[src/rtl/mipi_rx_raw_depacker_multi.sv]
// CSI-2 long-packet payload depacker for RAW8/RAW10/RAW12.
// Payload bytes arrive NUM_LANES per beat. They are gathered into groups of
// 4, 5 or 6 bytes, and each group is unpacked into four MSB-aligned pixels.
// The output stage is a single register: a group completed by a beat is
// presented in the cycle after that beat.
module mipi_rx_raw_depacker_multi #(
  parameter int NUM_LANES   = 4,
  parameter int PIXEL_WIDTH = 12
) (
  input  logic                       clk_i,
  input  logic                       rst_n_i,
  input  logic                       data_valid_i,
  input  logic [8*NUM_LANES-1:0]     data_i,
  input  logic [1:0]                 mode_i,
  output logic                       pixel_valid_o,
  output logic [4*PIXEL_WIDTH-1:0]   pixels_o,
  output logic [15:0]                pixel_count_o,
  output logic                       packet_end_o,
  output logic                       short_error_o
);

  typedef enum logic [1:0] {
    MODE_RAW8  = 2'b00,
    MODE_RAW10 = 2'b01,
    MODE_RAW12 = 2'b10,
    MODE_RSVD  = 2'b11
  } mode_e;

  // Residual is at most 9 bytes, plus one beat of at most 4 bytes, so 16
  // entries never overflow.
  logic [7:0]  buf_q   [16];
  logic [4:0]  cnt_q;
  mode_e       mode_q;
  logic        valid_d_q;

  logic        pkt_start;
  logic        pkt_end;
  mode_e       eff_mode;
  logic [4:0]  eff_cnt;
  logic [4:0]  total;
  logic [2:0]  grp;
  logic        emit;
  logic [4:0]  cnt_next;
  logic [4:0]  src;
  logic [7:0]  merged  [16];
  logic [7:0]  shifted [16];
  logic [11:0] p12     [4];
  logic [4*PIXEL_WIDTH-1:0] pix_word;

  // Append the incoming beat, decide whether a group is complete and unpack it.
  always_comb begin
    pkt_start = data_valid_i & ~valid_d_q;
    pkt_end   = ~data_valid_i & valid_d_q;
    // At packet start the new mode and an empty accumulator apply to this beat.
    eff_mode  = pkt_start ? mode_e'(mode_i) : mode_q;
    eff_cnt   = pkt_start ? 5'd0 : cnt_q;

    case (eff_mode)
      MODE_RAW8:  grp = 3'd4;
      MODE_RAW10: grp = 3'd5;
      MODE_RAW12: grp = 3'd6;
      default:    grp = 3'd4;
    endcase

    merged = buf_q;
    for (int i = 0; i < NUM_LANES; i++) begin
      merged[4'(eff_cnt + 5'(i))] = data_i[8*i +: 8];
    end

    total = eff_cnt + 5'(NUM_LANES);
    emit  = data_valid_i && (eff_mode != MODE_RSVD) && (total >= {2'b00, grp});

    src = '0;
    for (int i = 0; i < 16; i++) begin
      src = 5'(i) + {2'b00, grp};
      shifted[4'(i)] = (src < 5'd16) ? merged[src[3:0]] : 8'h00;
    end

    // Reserved mode swallows bytes without accumulating them.
    if (emit)
      cnt_next = total - {2'b00, grp};
    else if (eff_mode == MODE_RSVD)
      cnt_next = 5'd0;
    else
      cnt_next = total;

    for (int k = 0; k < 4; k++) p12[k] = 12'h000;
    case (eff_mode)
      MODE_RAW8: begin
        p12[0] = {merged[0], 4'h0};
        p12[1] = {merged[1], 4'h0};
        p12[2] = {merged[2], 4'h0};
        p12[3] = {merged[3], 4'h0};
      end
      MODE_RAW10: begin
        p12[0] = {merged[0], merged[4][1:0], 2'b00};
        p12[1] = {merged[1], merged[4][3:2], 2'b00};
        p12[2] = {merged[2], merged[4][5:4], 2'b00};
        p12[3] = {merged[3], merged[4][7:6], 2'b00};
      end
      MODE_RAW12: begin
        p12[0] = {merged[0], merged[2][3:0]};
        p12[1] = {merged[1], merged[2][7:4]};
        p12[2] = {merged[3], merged[5][3:0]};
        p12[3] = {merged[4], merged[5][7:4]};
      end
      default: ;
    endcase

    // Pixel 0 occupies the top slice; widen then shift to MSB-align.
    pix_word = '0;
    for (int k = 0; k < 4; k++) begin
      pix_word[(3-k)*PIXEL_WIDTH +: PIXEL_WIDTH] =
        PIXEL_WIDTH'(p12[k]) << (PIXEL_WIDTH - 12);
    end
  end

  // Accumulator, packet tracking and registered outputs.
  always_ff @(posedge clk_i or negedge rst_n_i) begin
    if (!rst_n_i) begin
      for (int i = 0; i < 16; i++) buf_q[i] <= 8'h00;
      cnt_q         <= '0;
      mode_q        <= MODE_RAW8;
      valid_d_q     <= 1'b0;
      pixel_valid_o <= 1'b0;
      pixels_o      <= '0;
      pixel_count_o <= '0;
      packet_end_o  <= 1'b0;
      short_error_o <= 1'b0;
    end else begin
      valid_d_q <= data_valid_i;
      if (pkt_start) mode_q <= mode_e'(mode_i);

      if (data_valid_i) begin
        cnt_q <= cnt_next;
        buf_q <= emit ? shifted : merged;
        pixel_count_o <= (pkt_start ? 16'd0 : pixel_count_o) + (emit ? 16'd4 : 16'd0);
      end else begin
        // Residual bytes of an ended packet are dropped.
        cnt_q <= '0;
      end

      pixel_valid_o <= emit;
      pixels_o      <= emit ? pix_word : '0;
      packet_end_o  <= pkt_end;
      short_error_o <= pkt_end && ((cnt_q != 5'd0) || (mode_q == MODE_RSVD));
    end
  end

endmodule

[config.mk]
export PLATFORM = sky130hd
export DESIGN_NAME = mipi_rx_raw_depacker_multi
export DESIGN_NICKNAME = d
export VERILOG_FILES = /design/src/rtl/mipi_rx_raw_depacker_multi.sv
export SDC_FILE = /design/constraint.sdc
export NUM_CORES = 1
export LEC_CHECK = 0
export CORE_MARGIN = 4
export CORE_UTILIZATION = 50
export DETAILED_ROUTE_END_ITERATION = 12
export HOLD_SLACK_MARGIN = 0.1
export PLACE_DENSITY = 0.72
export SLEW_MARGIN = 20
export SYNTH_ARGS = -nofsm -noshare
export SYNTH_HDL_FRONTEND = slang
export SYNTH_SLANG_ARGS = --single-unit
[constraint.sdc]
create_clock -name clk_i -period 4.6 [get_ports clk_i]
set_input_delay 0.46 -clock clk_i [delete_from_list [all_inputs] [get_ports clk_i]]
set_output_delay 0.46 -clock clk_i [all_outputs]
set_load 0.1 [all_outputs]
==> results.sh <==
export IMPL_start_util_pct=50.8
export IMPL_port_buffers=101
export IMPL_ys_seq_elements=193
export IMPL_cp_start_kind="flip-flop"
export IMPL_core_area_sq_um=30600
export IMPL_synth_area_leader_cell="dfrtp_1"
export IMPL_vias=18200
export IMPL_arrival_ps=4800
export IMPL_syn_area_sq_um=15500
export IMPL_mostFrequentLayoutCells="220 x nor2_1, 192 x dfrtp_1, 162 x nand2_1, 136 x buf_4, 115 x a21oi_1"
export IMPL_cp_required_ps=4940
export IMPL_leakage_uw=0.00716
export IMPL_rsz0062_at_grt="false"
export IMPL_drt_wl_total_mm=84.3
export IMPL_postCtsResizedCells=0
export IMPL_grt_overflow_total=0
export IMPL_final_hold_violation_count=0
export IMPL_area_growth_pct=15.0
export IMPL_status="complete, no violations"
export IMPL_multi_input_area_sq_um=9710
export IMPL_final_common_cell="nor2_1"
export IMPL_drt_iter0_drc=3591
export IMPL_internal_power_uw=5530
export IMPL_ioPinCount=104
export IMPL_routed_via_density=7.74
export IMPL_synthTopCellsByArea="dfrtp_1 31%, mux2i_1 5.7%, nor2_1 5.4%"
export IMPL_crit_fanout=45
export IMPL_clk_pin_slew_ps=80
export IMPL_tns_ps=0
export IMPL_cts_htree_levels=4
export IMPL_antenna_found_initial=2
export IMPL_layout_nets=1994
export IMPL_cap_violations=0
export IMPL_wl_per_cell_um=35.8
export IMPL_firstDrtPassIters=8
export IMPL_die_h_um=184
export IMPL_worstSetupPathType="flip-flop to flip-flop"
export IMPL_cts_setup_buffers=0
export IMPL_grt_pass1_wl_mm=120
export IMPL_ys_types=104
export IMPL_async_flop_share_pct=100
export IMPL_fin_util_pct=58.4
export IMPL_final_antenna_net_count=0
export IMPL_final_setup_skew_ps=14.1
export IMPL_netlist_area_leader_share_pct=31.1
export IMPL_fin_ws_ps=145
export IMPL_setup_viol=0
export IMPL_yosysWarnings=64
export IMPL_cts_hold_buffers=1
export IMPL_yosysSeqAreaShare_pct=31.1
export IMPL_place_ws_ps=217
export IMPL_clk_latency_ps=490
export IMPL_drive_above_1_share_pct=14.3
export IMPL_clock_fmax_ghz=0.224
export IMPL_min_period_ps=4460
export IMPL_synthFlopType="dfrtp_1"
export IMPL_place_hpwl_mm=59.3
export IMPL_power_density_nw_per_um2=679
export IMPL_register_area_sq_um=4830
export IMPL_cts_buffers=17
export IMPL_clk_path_buf_depth=2
export IMPL_ir_worst_vdd_mv=0.342
export IMPL_cts_sinks=193
export IMPL_cts_tree="built"
export IMPL_num_rows=64
export IMPL_drc=0
export IMPL_slew_headroom_pct=16.5
export IMPL_cts_root_buffer="clkbuf_16"
export IMPL_worst_setup_path_end_kind="flip-flop"
export IMPL_seqPwrFrac_pct=21.8
export IMPL_die_w_um=184
export IMPL_clkPwrFrac_pct=12.3
export IMPL_syn_avg_cell_area_sq_um=8.28
export IMPL_switchingPower_uw=6600
export IMPL_power_share_switching_pct=54.4
export IMPL_period_share_pct=96.9
export IMPL_grt_pass1_vias=17300
export IMPL_track_usage_pct=48.4
export IMPL_drv_slew=0
export IMPL_num_fill_cells=2790
export IMPL_worst_slew_pin_slew_ps=1240
export IMPL_syn_inst=1877
export IMPL_grt_start_max_net_pins=114
export IMPL_globalplace_congestion=1.10
export IMPL_power_frac_comb_pct=65.9
export IMPL_hold_class="primary input to flip-flop"
export IMPL_synth_edff_count=0
export IMPL_die_area_sq_um=34000
==> power by group through the flow <==
stage / Sequential (uW) / Clock [uW] / Combinational [uW]
5_1_grt: 2700 / 1560 / 8170
6_report: 2650 / 1500 / 7990
2_1_floorplan: 3420 / 0 / 4030
3_3_place_gp: 2640 / 0 / 7510
4_1_cts: 2630 / 1490 / 7580
3_5_place_dp: 2650 / 0 / 7540
==> critical path: stages, from the launching register on <==
cell and delay, ps:
dfrtp_1 450, nand2b_2 170, buf_4 480, nand2_1 120, nand2_1 170, inv_1 90, ha_2 220, ha_1 300
nand2b_1 100, a21oi_1 90, a21oi_2 270, nand2b_1 170, inv_2 90, buf_4 410, nand2_1 570, nor2_1 480
nor3_1 100
==> routing by layer <==
metal | vias to the layer above | GRT usage [%] | share of wire [%]
met4 | 4 | 32.4 | 9.1
met3 | 549 | 20.1 | 16
li1 | 7233 | - | -
met5 | - | 1.57 | 0.088
met1 | 8667 | 61.2 | 35
met2 | 1792 | 67.1 | 39
==> through the flow <==
step / hold WS [ps] / power, uW / instances / cell area [sq um]
3_5_place_dp: 475 / 10200 / 2322 / 17300
5_1_grt: 337 / 12400 / 2356 / 17900
4_1_cts: 332 / 11700 / 2355 / 17900
6_report: 333 / 12100 / 2356 / 17900
3_3_place_gp: 465 / 10200 / 2322 / 17300
2_1_floorplan: 164 / 7450 / 1878 / 15600
==> cell usage after synthesis (5+ instances only) <==
| cell | number |
|---|---|
| o22ai_1 | 84 |
| a22oi_1 | 15 |
| inv_2 | 5 |
| nor3_4 | 5 |
| a211o_1 | 17 |
| a22o_1 | 21 |
| o32ai_1 | 5 |
| o211ai_1 | 30 |
| buf_4 | 9 |
| a221oi_1 | 29 |
| buf_1 | 17 |
| o31ai_1 | 13 |
| ha_1 | 10 |
| and3_1 | 7 |
| buf_6 | 11 |
| xor2_1 | 6 |
| o221ai_1 | 28 |
| o21ai_0 | 81 |
| nor3_1 | 36 |
| a221o_1 | 12 |
| mux2_2 | 27 |
| and2_1 | 14 |
| nor4b_4 | 5 |
| nor2_1 | 222 |
| or2_2 | 5 |
| a21oi_1 | 116 |
| or3_1 | 14 |
| clkbuf_1 | 116 |
| nand3_1 | 31 |
| nor2b_1 | 18 |
| o2bb2ai_1 | 78 |
| a21o_1 | 7 |
| mux2i_1 | 88 |
| nand2_1 | 163 |
| o21ai_1 | 19 |
| o21a_1 | 11 |
| dfrtp_1 | 193 |
| nand4_1 | 5 |
| a211oi_1 | 65 |
| nor3_2 | 6 |
| nand2b_1 | 23 |
| buf_2 | 41 |
| inv_1 | 30 |
| a31oi_1 | 29 |
| a2bb2oi_1 | 5 |
==> worst paths after layout <==
path                                          end  slack [ps]  depth (start not counted)          from
min in group asynchronous       pixel_count_o[14]         570                          2       rst_n_i
worst max register to register         buf_q[125]         140                         16     valid_d_q
max in group asynchronous               buf_q[96]        2880                          3       rst_n_i
worst min-delay path                    valid_d_q         330                          2  data_valid_i
worst max-delay path                   buf_q[125]         140                         16     valid_d_q
worst min register to register          buf_q[50]         490                          1     buf_q[50]
==> sequential cells by signal, summed over array words and instances (netlist names) <==
| register | flops |
|---|---|
| buf_q | 120 |
| pixels_o | 48 |
| pixel_count_o | 14 |
| cnt_q | 5 |
| mode_q | 2 |
| packet_end_o | 1 |
| pixel_valid_o | 1 |
| short_error_o | 1 |
| valid_d_q | 1 |
==> area by class of cell <==
| cell class | instances | share of cell area [%] |
|---|---|---|
| clock inverters | 11 | 0.532 |
| inverters | 35 | 0.735 |
| diodes | 1 | 0.0140 |
| flip-flops and latches | 193 | 27.0 |
| clock buffers | 21 | 2.52 |
| well taps | 396 | 2.77 |
| repair buffers | 244 | 12.1 |
| multi-input cells | 1455 | 54.3 |
==> logic make-up after synthesis <==
logic type / count (synthesis) / share of synthesized area (%)
compound gates: 723 / 33.3
simple gates: 588 / 18.8
buf+inv: 230 / 6.71
flops: 193 / 31.1
mux: 120 / 8.29
fa+ha+maj: 11 / 0.934
xor+xnor: 11 / 0.861
other cells: 1 / 0.0241
Power figures use the tool's default switching activity.
